$ cat config.mk
export PLATFORM = sky130hd
export DESIGN_NAME = uart_rx
export DESIGN_NICKNAME = d
export VERILOG_FILES = /design/src/rtl/uart_pkg.sv /design/src/rtl/uart_rx_bit_timer.sv /design/src/rtl/uart_rx.sv
export SDC_FILE = /design/constraint.sdc
export NUM_CORES = 1
export LEC_CHECK = 0
export BUFFER_PORTS_ARGS = -buffer_cell sky130_fd_sc_hd__buf_2
export CORE_ASPECT_RATIO = 0.7
export CORE_MARGIN = 10
export CORE_UTILIZATION = 40
export CTS_CLUSTER_SIZE = 12
export DETAILED_ROUTE_END_ITERATION = 7
export SETUP_SLACK_MARGIN = 0.2
export SLEW_MARGIN = 20
export SYNTH_ARGS = -nofsm -noshare
export SYNTH_HDL_FRONTEND = slang
export SYNTH_SLANG_ARGS = --single-unit
$ cat constraint.sdc
create_clock -name clk -period 1.9 [get_ports clk]
set_input_delay 0.19 -clock clk [delete_from_list [all_inputs] [get_ports clk]]
set_output_delay 0.19 -clock clk [all_outputs]
set_load 0.005 [all_outputs]
$ cat src/rtl/uart_pkg.sv
// Shared UART receive types: FSM state encoding and frame geometry.
// Latency: n/a (types only).
// Backpressure: n/a.
package uart_pkg;

    localparam int UART_DATA_BITS = 8;

    typedef enum logic [2:0] {
        IDLE,
        START,
        DATA,
        STOP,
        WAIT_HIGH
    } rx_state_t;

endpackage

$ cat src/rtl/uart_rx_bit_timer.sv
// Bit-period timer: counts 0..CLKS_PER_BIT-1 and wraps, flags mid-start and end-of-bit.
// Latency: ticks are combinational decodes of the registered count.
// Backpressure: none; clr forces the count to 0 on the next edge.
module uart_rx_bit_timer #(
    parameter int CLKS_PER_BIT = 434
) (
    input  logic clk,
    input  logic rstn,
    input  logic clr,
    output logic half_tick,
    output logic full_tick
);
    // CLKS_PER_BIT must be at least 4 so HALF_BIT-1 and CLKS_PER_BIT-1 are distinct, non-negative counts
    localparam int HALF_BIT = CLKS_PER_BIT / 2;
    localparam int CW       = (CLKS_PER_BIT > 1) ? $clog2(CLKS_PER_BIT) : 1;

    logic [CW-1:0] cnt_q, cnt_d;

    // Next count: clear wins, otherwise wrap at the end of a bit period
    always_comb begin
        cnt_d = cnt_q;
        if (clr) begin
            cnt_d = '0;
        end else if (cnt_q == CW'(CLKS_PER_BIT - 1)) begin
            cnt_d = '0;
        end else begin
            cnt_d = cnt_q + 1'b1;
        end
    end

    // Count register with synchronous reset
    always_ff @(posedge clk) begin
        if (!rstn) begin
            cnt_q <= '0;
        end else begin
            cnt_q <= cnt_d;
        end
    end

    assign half_tick = (cnt_q == CW'(HALF_BIT - 1));
    assign full_tick = (cnt_q == CW'(CLKS_PER_BIT - 1));

endmodule

$ cat src/rtl/uart_rx.sv
// 8N1 UART receiver: start detect, mid-bit sampling, stop check, one parallel byte per frame.
// Latency: rx_valid HALF_BIT + 9*CLKS_PER_BIT + 2 cycles after start edge (+2 with UART_RX_SYNC_EN).
// Backpressure: none; rx_valid/frame_err are single-cycle pulses, consumer must take them.
// Optional input synchronizer selected by macro UART_RX_SYNC_EN.
module uart_rx
    import uart_pkg::*;
#(
    parameter int CLK_FREQ_HZ = 50_000_000,
    parameter int BAUD_RATE   = 115_200
) (
    input  logic                      clk,
    input  logic                      rstn,
    input  logic                      serial_dat_in,
    output logic [UART_DATA_BITS-1:0] rx_data,
    output logic                      rx_valid,
    output logic                      frame_err,
    output logic                      rx_busy
);
    localparam int CLKS_PER_BIT = CLK_FREQ_HZ / BAUD_RATE;

    logic rx_s;

`ifdef UART_RX_SYNC_EN
    logic sync1_q, sync1_d, sync2_q, sync2_d;

    // Two-stage synchronizer next values
    always_comb begin
        sync1_d = serial_dat_in;
        sync2_d = sync1_q;
    end

    // Synchronizer flops reset to the idle line level so reset never looks like a start bit
    always_ff @(posedge clk) begin
        if (!rstn) begin
            sync1_q <= 1'b1;
            sync2_q <= 1'b1;
        end else begin
            sync1_q <= sync1_d;
            sync2_q <= sync2_d;
        end
    end

    assign rx_s = sync2_q;
`else
    // Same-clock source only: line is used as-is
    assign rx_s = serial_dat_in;
`endif

    rx_state_t                 state_q, state_d;
    logic [UART_DATA_BITS-1:0] shift_q, shift_d;
    logic [UART_DATA_BITS-1:0] rx_data_q, rx_data_d;
    // bit_idx[3] is the "all eight bits captured" flag; DATA leaves one cycle after it sets
    logic [3:0]                bit_idx_q, bit_idx_d;
    logic                      rx_valid_q, rx_valid_d;
    logic                      frame_err_q, frame_err_d;
    logic                      timer_clr;
    logic                      half_tick, full_tick;

    uart_rx_bit_timer #(
        .CLKS_PER_BIT (CLKS_PER_BIT)
    ) u_bit_timer (
        .clk       (clk),
        .rstn      (rstn),
        .clr       (timer_clr),
        .half_tick (half_tick),
        .full_tick (full_tick)
    );

    // Timer restarts from 0 on every state entry and is parked while idle
    assign timer_clr = (state_d != state_q) || (state_q == IDLE);

    // State register
    always_ff @(posedge clk) begin
        if (!rstn) begin
            state_q <= IDLE;
        end else begin
            state_q <= state_d;
        end
    end

    // Next-state logic
    always_comb begin
        state_d = state_q;
        case (state_q)
            IDLE: begin
                if (!rx_s) state_d = START;
            end
            START: begin
                // Mid-start re-check rejects short glitches
                if (half_tick) state_d = rx_s ? IDLE : DATA;
            end
            DATA: begin
                if (bit_idx_q[3]) state_d = STOP;
            end
            STOP: begin
                if (full_tick) state_d = rx_s ? IDLE : WAIT_HIGH;
            end
            WAIT_HIGH: begin
                // A break or stuck-low line must return high before a new start is accepted
                if (rx_s) state_d = IDLE;
            end
            default: state_d = IDLE;
        endcase
    end

    // Output/datapath logic: shift register, bit index, result pulses
    always_comb begin
        shift_d     = shift_q;
        bit_idx_d   = bit_idx_q;
        rx_data_d   = rx_data_q;
        rx_valid_d  = 1'b0;
        frame_err_d = 1'b0;
        case (state_q)
            START: begin
                if (half_tick && !rx_s) bit_idx_d = '0;
            end
            DATA: begin
                if (full_tick && !bit_idx_q[3]) begin
                    shift_d   = {rx_s, shift_q[UART_DATA_BITS-1:1]};
                    bit_idx_d = bit_idx_q + 4'd1;
                end
            end
            STOP: begin
                if (full_tick) begin
                    if (rx_s) begin
                        rx_data_d  = shift_q;
                        rx_valid_d = 1'b1;
                    end else begin
                        frame_err_d = 1'b1;
                    end
                end
            end
            default: ;
        endcase
    end

    // Datapath and output registers
    always_ff @(posedge clk) begin
        if (!rstn) begin
            shift_q     <= '0;
            bit_idx_q   <= '0;
            rx_data_q   <= '0;
            rx_valid_q  <= 1'b0;
            frame_err_q <= 1'b0;
        end else begin
            shift_q     <= shift_d;
            bit_idx_q   <= bit_idx_d;
            rx_data_q   <= rx_data_d;
            rx_valid_q  <= rx_valid_d;
            frame_err_q <= frame_err_d;
        end
    end

    assign rx_data   = rx_data_q;
    assign rx_valid  = rx_valid_q;
    assign frame_err = frame_err_q;
    assign rx_busy   = (state_q != IDLE);

endmodule
==> results.json, run 1 <==
{
  "finalMaxSlewViolations": 0,
  "crit_type": "reg2reg",
  "p_sw_share_pct": 21.0,
  "slew_headroom_pct": 75.3,
  "drt_iter0_markers": 63,
  "hold_viol": 0,
  "post_dp_cell_area_um2": 1630,
  "p_leak_nw": 0.736,
  "cp_max_fo": 5,
  "period_minus_slack_ns": 1.60,
  "clkSinkCount": 34,
  "clockPowerShare_pct": 45.6,
  "cp.arrival_ns": 1.82,
  "synth_top_cell_by_area": "dfxtp_1",
  "grt_pass1_wl_um": 5430,
  "rsz0062_at_grt": "yes",
  "design_area_um2": 1830,
  "place.detailed.hpwl_um": 2050,
  "netlist_area_um2": 1530,
  "p_per_area_nw_per_um2": 778,
  "worstPathRequired_ns": 2.12,
  "cpPeakStageDelay_ns": 0.35,
  "worstMarginPinSlew_ns": 0.370,
  "power.internal_mw": 1.12,
  "ctsHoldBuffers": 0,
  "synth_cell_types": 39,
  "place_congestion": 0.739,
  "pre_cts_slack_ns": 0.166,
  "diodes": 0,
  "synth_top_cell_area_share_pct": 44.6,
  "ir_drop_v": 0.000412,
  "final_layout_size_suffix_gt1_share_pct": 29.1,
  "yosysWarnings": 0,
  "netlist_instances": 162,
  "synth_edf_count": 0,
  "end_kind": "flop",
  "synth_nets": 169,
  "drt-wirelength-per-cell_um": 12.7,
  "area_growth_syn_to_layout_pct": 19.9,
  "routed_via_density": 4.84,
  "path_cells": "inv_2 > ha_4 > nor4bb_4 > nand4_1 > o31ai_2 > mux2i_1",
  "tns_ns": 0,
  "synth_seq_area_share_pct": 44.6,
  "final_cell_mix": "nor2_1, dfxtp_1, nand3_1",
  "fin_crit_sh_pct": 84.3,
  "timing.fmax_mhz": 624,
  "cts_root_buf": "clkbuf_8",
  "switching_power_mw": 0.299,
  "finalSetupViolations": 0,
  "cts_tree": "done",
  "ant_nets": 0,
  "htreeDepth": 2,
  "synth-seq-cells": 34,
  "fp-row-count": 18,
  "clk_pin_slew_ns": 0.07,
  "initial_core_util_pct": 42.3,
  "maxCapViolations": 0,
  "grt_max_degree": 20,
  "cts_made_buffers": 5,
  "vias": 1122,
  "nFillCells": 346,
  "fp.dieH_um": 71.7,
  "hold_path_class": "in2reg",
  "combPwrFrac_pct": 3.8,
  "setup_ws_ns": 0.299,
  "grt_overflow": 0,
  "synthFlopType": "dfxtp_1",
  "insertion_delay_ns": 0.29,
  "routed_wl_um": 2950,
  "run_status": "complete, no violations",
  "io_buffers": 13,
  "coreArea_um2": 3600,
  "clock_path_buffers": 2,
  "io_pins": 14,
  "antenna_found_initial": 0,
  "ys_top_cells_by_area": "dfxtp_1, nor2_1, mux2i_1, nand3_1, ha_1",
  "seq_power_share_pct": 50.6,
  "synthArstFlopShare_pct": 0,
  "synth_area_per_cell_um2": 9.41,
  "drtPass1Iterations": 4,
  "slowest_stage": "dfxtp_4",
  "die_area_um2": 6720,
  "clock_skew_ns": 0.00971,
  "finalNetCount": 188,
  "grt_pass1_vias": 1137,
  "drc": 0,
  "cp-start-kind": "flop",
  "grt_usage_pct": 10.0,
  "die_w_um": 93.8
}
synth_stat cells, types with 3 or more instances:
library cell	number
xnor2_1	5
ha_1	4
o21ai_0	7
nand2_1	11
a21oi_1	3
nand3_1	14
dfxtp_1	34
mux2i_1	9
inv_1	6
nand2b_1	4
xor2_1	3
clkbuf_1	3
nor2_1	27
per-layer routing:
metal / vias to the layer above / track usage [%] / share of wire (%)
met1: 510 / 13.0 / 52
met5: - / 0 / 0
li1: 594 / - / -
met2: 14 / 14.2 / 41
met4: 0 / 2.52 / 0.71
met3: 4 / 5.31 / 5.6
cells by family (layout without fill, tap and decap cells):
| kind of cell | count (synthesis) | count (layout) | synth area share [%] |
|---|---|---|---|
| and+or+nand+nor | 74 | 74 | 28.5 |
| DFF | 34 | 34 | 44.6 |
| AOI/OAI and AO/OA | 20 | 20 | 8.78 |
| buffers and inverters | 13 | 33 | 4.26 |
| muxes | 9 | 9 | 5.91 |
| xor gates and xnor gates | 8 | 8 | 4.59 |
| adders and majority gates | 4 | 4 | 3.28 |
area by class of cell:
class	instances	area, um2	area share (%)
Multi-Input combinational cell	115	832	45.5
Tap cell	50	62.6	3.42
Clock buffer	5	68.8	3.76
Inverter	6	22.5	1.23
Timing Repair Buffer	19	110	6.02
Sequential cell	34	692	37.9
Clock inverter	3	40.0	2.19
per-stage QoR:
stage / hold WS, ns / instances / util [%] / total power [mW]
floorplan: 0.334 / 162 / - / 0.766
CTS: 0.215 / 230 / 48.8 / 1.43
detailed placement: 0.453 / 221 / 45.3 / 0.781
finish: 0.215 / 232 / 50.7 / 1.42
global route: 0.220 / 232 / 50.7 / 1.48
global placement: 0.445 / 221 / 45.3 / 0.779
final timing paths:
| check | start | to | slack (ns) | cells past startpoint |
|---|---|---|---|---|
| worst min register to register | rx_data[1] | rx_data[1] | 0.47 | 2 |
| worst max register to register | u_bit_timer.cnt_q[0] | bit_idx_q[1] | 0.30 | 6 |
| worst min-delay path | rstn | state_q[2] | 0.21 | 3 |
| worst max-delay path | u_bit_timer.cnt_q[0] | bit_idx_q[1] | 0.30 | 6 |
state kept, by name (all words and copies together) (netlist names):
register,count
state_q,3
shift_q,8
bit_idx_q,4
rx_valid,1
frame_err,1
rx_data,8
u_bit_timer.cnt_q,9
worst max-delay path: cells and delay by family, from the launching register on:
family / cells / cell delay, ns
simple gates: 2 / 0.46
flops: 1 / 0.35
compound gates: 1 / 0.34
mux: 1 / 0.21
fa+ha+maj: 1 / 0.11
buf+inv: 1 / 0.06
power groups by stage:
stage                     combinational, mW  clock (mW)  sequential (mW)
after floorplan                      0.0321           0            0.734
after global placement               0.0429           0            0.736
after detailed placement             0.0445           0            0.736
after CTS                            0.0458       0.664            0.720
after global routing                 0.0602       0.701            0.720
final                                0.0540       0.649            0.720
repair_timing:
| item | 4_1_cts | 5_1_grt |
|---|---|---|
| resized for setup | 2 | 16 |
| setup endpoints to repair | 4 | 13 |
| pin swaps | 1 | 4 |
| setup buffers | 1 | 2 |
Power figures use the tool's default switching activity.
==> inputs of run 2 (changes only) <==
ABC_AREA = 1   (was unset)
clock period = 1.52 ns   (was 1.9 ns; I/O delays follow)
==> run 2 against run 1 <==
  * Sequential power increased by 25%
  * Largest power group unchanged
  * Combinational power up 49%
  * Synthesized area shrank 0.82%
  * Clock skew down 0.0016 ns
  * Design area grew 18%
  * Largest cell class unchanged
  * First-iteration DRC count down 9.5%
  * Hold slack got worse by 0.098 ns
  * Sequential share of layout area shrank 5.6 points
  * Utilization grew 9.3 points
  * Worst setup slack got worse by 0.20 ns
==> results.json, run 2 <==
{
  "path_depth": 11,
  "coreArea_um2": 3580,
  "cts_tree": "done",
  "final_util_pct": 60.0,
  "drt_iter0_markers": 57,
  "htreeDepth": 2,
  "initial_core_util_pct": 42.2,
  "slowest_stage": "dfxtp_2",
  "synth-seq-cells": 34,
  "synthTopCellsByCount": "nor2_1, dfxtp_1, inv_1",
  "largest_reg_flops": 9,
  "cp.arrival_ns": 1.65,
  "die_area_um2": 6680,
  "ant_nets": 0,
  "diodes": 0,
  "worstPathRequired_ns": 1.74,
  "cpMostUsedCell": "nand2_4",
  "io_pins": 14,
  "grt_max_degree": 21,
  "r2r-end": "rx_data[0]",
  "routed_wl_um": 3430,
  "final_cell_mix": "nor2_1, dfxtp_1, inv_1",
  "synthArstFlopShare_pct": 0,
  "post_dp_cell_area_um2": 1670,
  "total_power_mw": 1.67,
  "hold_path_class": "in2reg",
  "hold_viol": 0,
  "synth_edf_count": 0,
  "p_leak_nw": 0.935,
  "synth_area_per_cell_um2": 7.38,
  "grt_pass1_wl_um": 5710,
  "end_kind": "flop",
  "run_status": "complete, no violations",
  "timing.fmax_mhz": 701,
  "antenna_found_initial": 0,
  "worstMarginPinSlew_ns": 0.313,
  "cts_root_buf": "clkbuf_8",
  "routed_via_density": 4.62,
  "cp_max_fo": 5,
  "vias": 1339,
  "synth_seq_area_share_pct": 45.0,
  "drc": 0,
  "io_buffers": 13,
  "rr_worst_depth": 11,
  "crit_end": "rx_data[0]",
  "cpPeakStageDelay_ns": 0.33,
  "cts_made_buffers": 5,
  "cp-start-kind": "flop",
  "clock_path_buffers": 2,
  "clkSinkCount": 34,
  "finalNetCount": 246,
  "synthFlopType": "dfxtp_1",
  "ys_top_cells_by_area": "dfxtp_1, nor2_1, o21ai_0, inv_1, nand2_1",
  "place_congestion": 0.799,
  "ctsHoldBuffers": 0,
  "critical_path.startpoint": "u_bit_timer.cnt_q[1]",
  "yosysWarnings": 0,
  "yosysMostFrequentCell": "nor2_1",
  "design_area_um2": 2150,
  "finalSetupViolations": 0,
  "place.detailed.hpwl_um": 2240,
  "path_cells": "inv_4 > ha_4 > nand2_4 > inv_2 > nand2_2 > nor2_4 > nand2_4 > nor2_8 > buf_12 > o21ai_2 > nor2_1",
  "cpLargestDelayFamily": "simple AND/OR/NAND/NOR gates",
  "nFillCells": 305,
  "clk_pin_slew_ns": 0.07,
  "worst_hold_slack_ns": 0.117,
  "clock_skew_ns": 0.00810,
  "period_minus_slack_ns": 1.43,
  "netlist_instances": 205,
  "synth_nets": 212,
  "regToRegSetupSlack_ns": 0.09,
  "grt_pass1_vias": 1256,
  "synth_top_cell_area_share_pct": 45.0,
  "grt_usage_pct": 10.4,
  "finalMaxSlewViolations": 0,
  "crit_type": "reg2reg",
  "rsz0062_at_grt": "yes",
  "rr_startpoint": "u_bit_timer.cnt_q[1]",
  "regMostFlops": "u_bit_timer.cnt_q",
  "final_common_cell": "nor2_1",
  "netlist_area_um2": 1510,
  "ir_drop_v": 0.000585,
  "grt_overflow": 0,
  "drtPass1Iterations": 4,
  "area_growth_syn_to_layout_pct": 42.0,
  "fp-row-count": 18,
  "maxCapViolations": 0,
  "die_w_um": 93.5,
  "drt-wirelength-per-cell_um": 11.8,
  "p_per_area_nw_per_um2": 777,
  "insertion_delay_ns": 0.29,
  "final_layout_size_suffix_gt1_share_pct": 45.4,
  "synth_cell_types": 24,
  "slew_headroom_pct": 79.1,
  "synth_top_cell_by_area": "dfxtp_1",
  "fp.dieH_um": 71.5,
  "critPathBufInv": 3,
  "fin_crit_sh_pct": 93.8
}
run 2: changes by cell type in the layout (fill, tap and decap cells not counted), sizes merged, moves of 4 or more:
cell,before,now
o21ai,9,19
nand3,15,11
nand2,12,29
buf,19,28
nor2,28,65
mux2i,9,0
inv,6,25
nand2b,4,0
run 2: cells by family (layout without fill, tap and decap cells):
logic type               count (synthesis)  after routing  share of synthesized area (%)
AND/OR/NAND/NOR                        107            108                           31.9
flip-flops                              34             34                           45.0
buffers and inverters                   28             62                           6.95
AO/OA/AOI/OAI                           25             25                           8.77
XOR/XNOR                                 7              7                           4.05
adder cells (fa/ha/maj)                  4              4                           3.31
run 2: per-stage QoR:
stage	worst slack (ns)	setup TNS, ns	cells
6_report	0.0939	0	290
5_1_grt	-0.0134	-0.0364	290
4_1_cts	0.105	0	284
3_5_place_dp	0.0525	0	271
3_3_place_gp	0.0794	0	271
2_1_floorplan	0.211	0	205
run 2: area by class of cell:
cell class	instances	area, um2	share of cell area, %
multi-input combinational	144	985	45.8
sequential	34	692	32.2
timing repair buffer	28	213	9.90
inverter	26	105	4.89
clock buffer	7	86.3	4.02
tap	50	62.6	2.91
clock inverter	1	5.00	0.233
run 2: worst min path at each step:
stage / start / to / cells past startpoint
floorplan: serial_dat_in / frame_err / 1
global placement: serial_dat_in / frame_err / 2
detailed placement: serial_dat_in / frame_err / 2
CTS: serial_dat_in / frame_err / 2
global route: serial_dat_in / frame_err / 2
finish: serial_dat_in / frame_err / 2
run 2: worst reg2reg max path: cells and delay by family, from the launching register on:
family	cells	cell delay [ns]
AO/OA/AOI/OAI	1	0.05
AND/OR/NAND/NOR	6	0.59
adder cells (fa/ha/maj)	1	0.14
flip-flops	1	0.33
buffers and inverters	3	0.26
run 2: metal layers:
metal / global-route usage [%] / vias up / wire, um
li1: - / 710 / -
met1: 13.8 / 605 / 1850
met2: 14.1 / 19 / 1340
met3: 4.58 / 5 / 210
met4: 4.44 / 0 / 29
met5: 0 / - / 0
run 2: timing repair:
action                     4_1_cts  5_1_grt
gates resized for setup         20       81
cloned                           0        1
buffers inserted                 5        5
pin swaps                        6       31
setup endpoints to repair       32       35
run 2: report_power, final:
| group | leakage, nW | switching [mW] | internal, mW |
|---|---|---|---|
| Sequential | 0.278 | 0.00742 | 0.894 |
| Combinational | 0.610 | 0.0521 | 0.0283 |
| Clock | 0.0482 | 0.323 | 0.365 |
| Total | 0.935 | 0.382 | 1.29 |
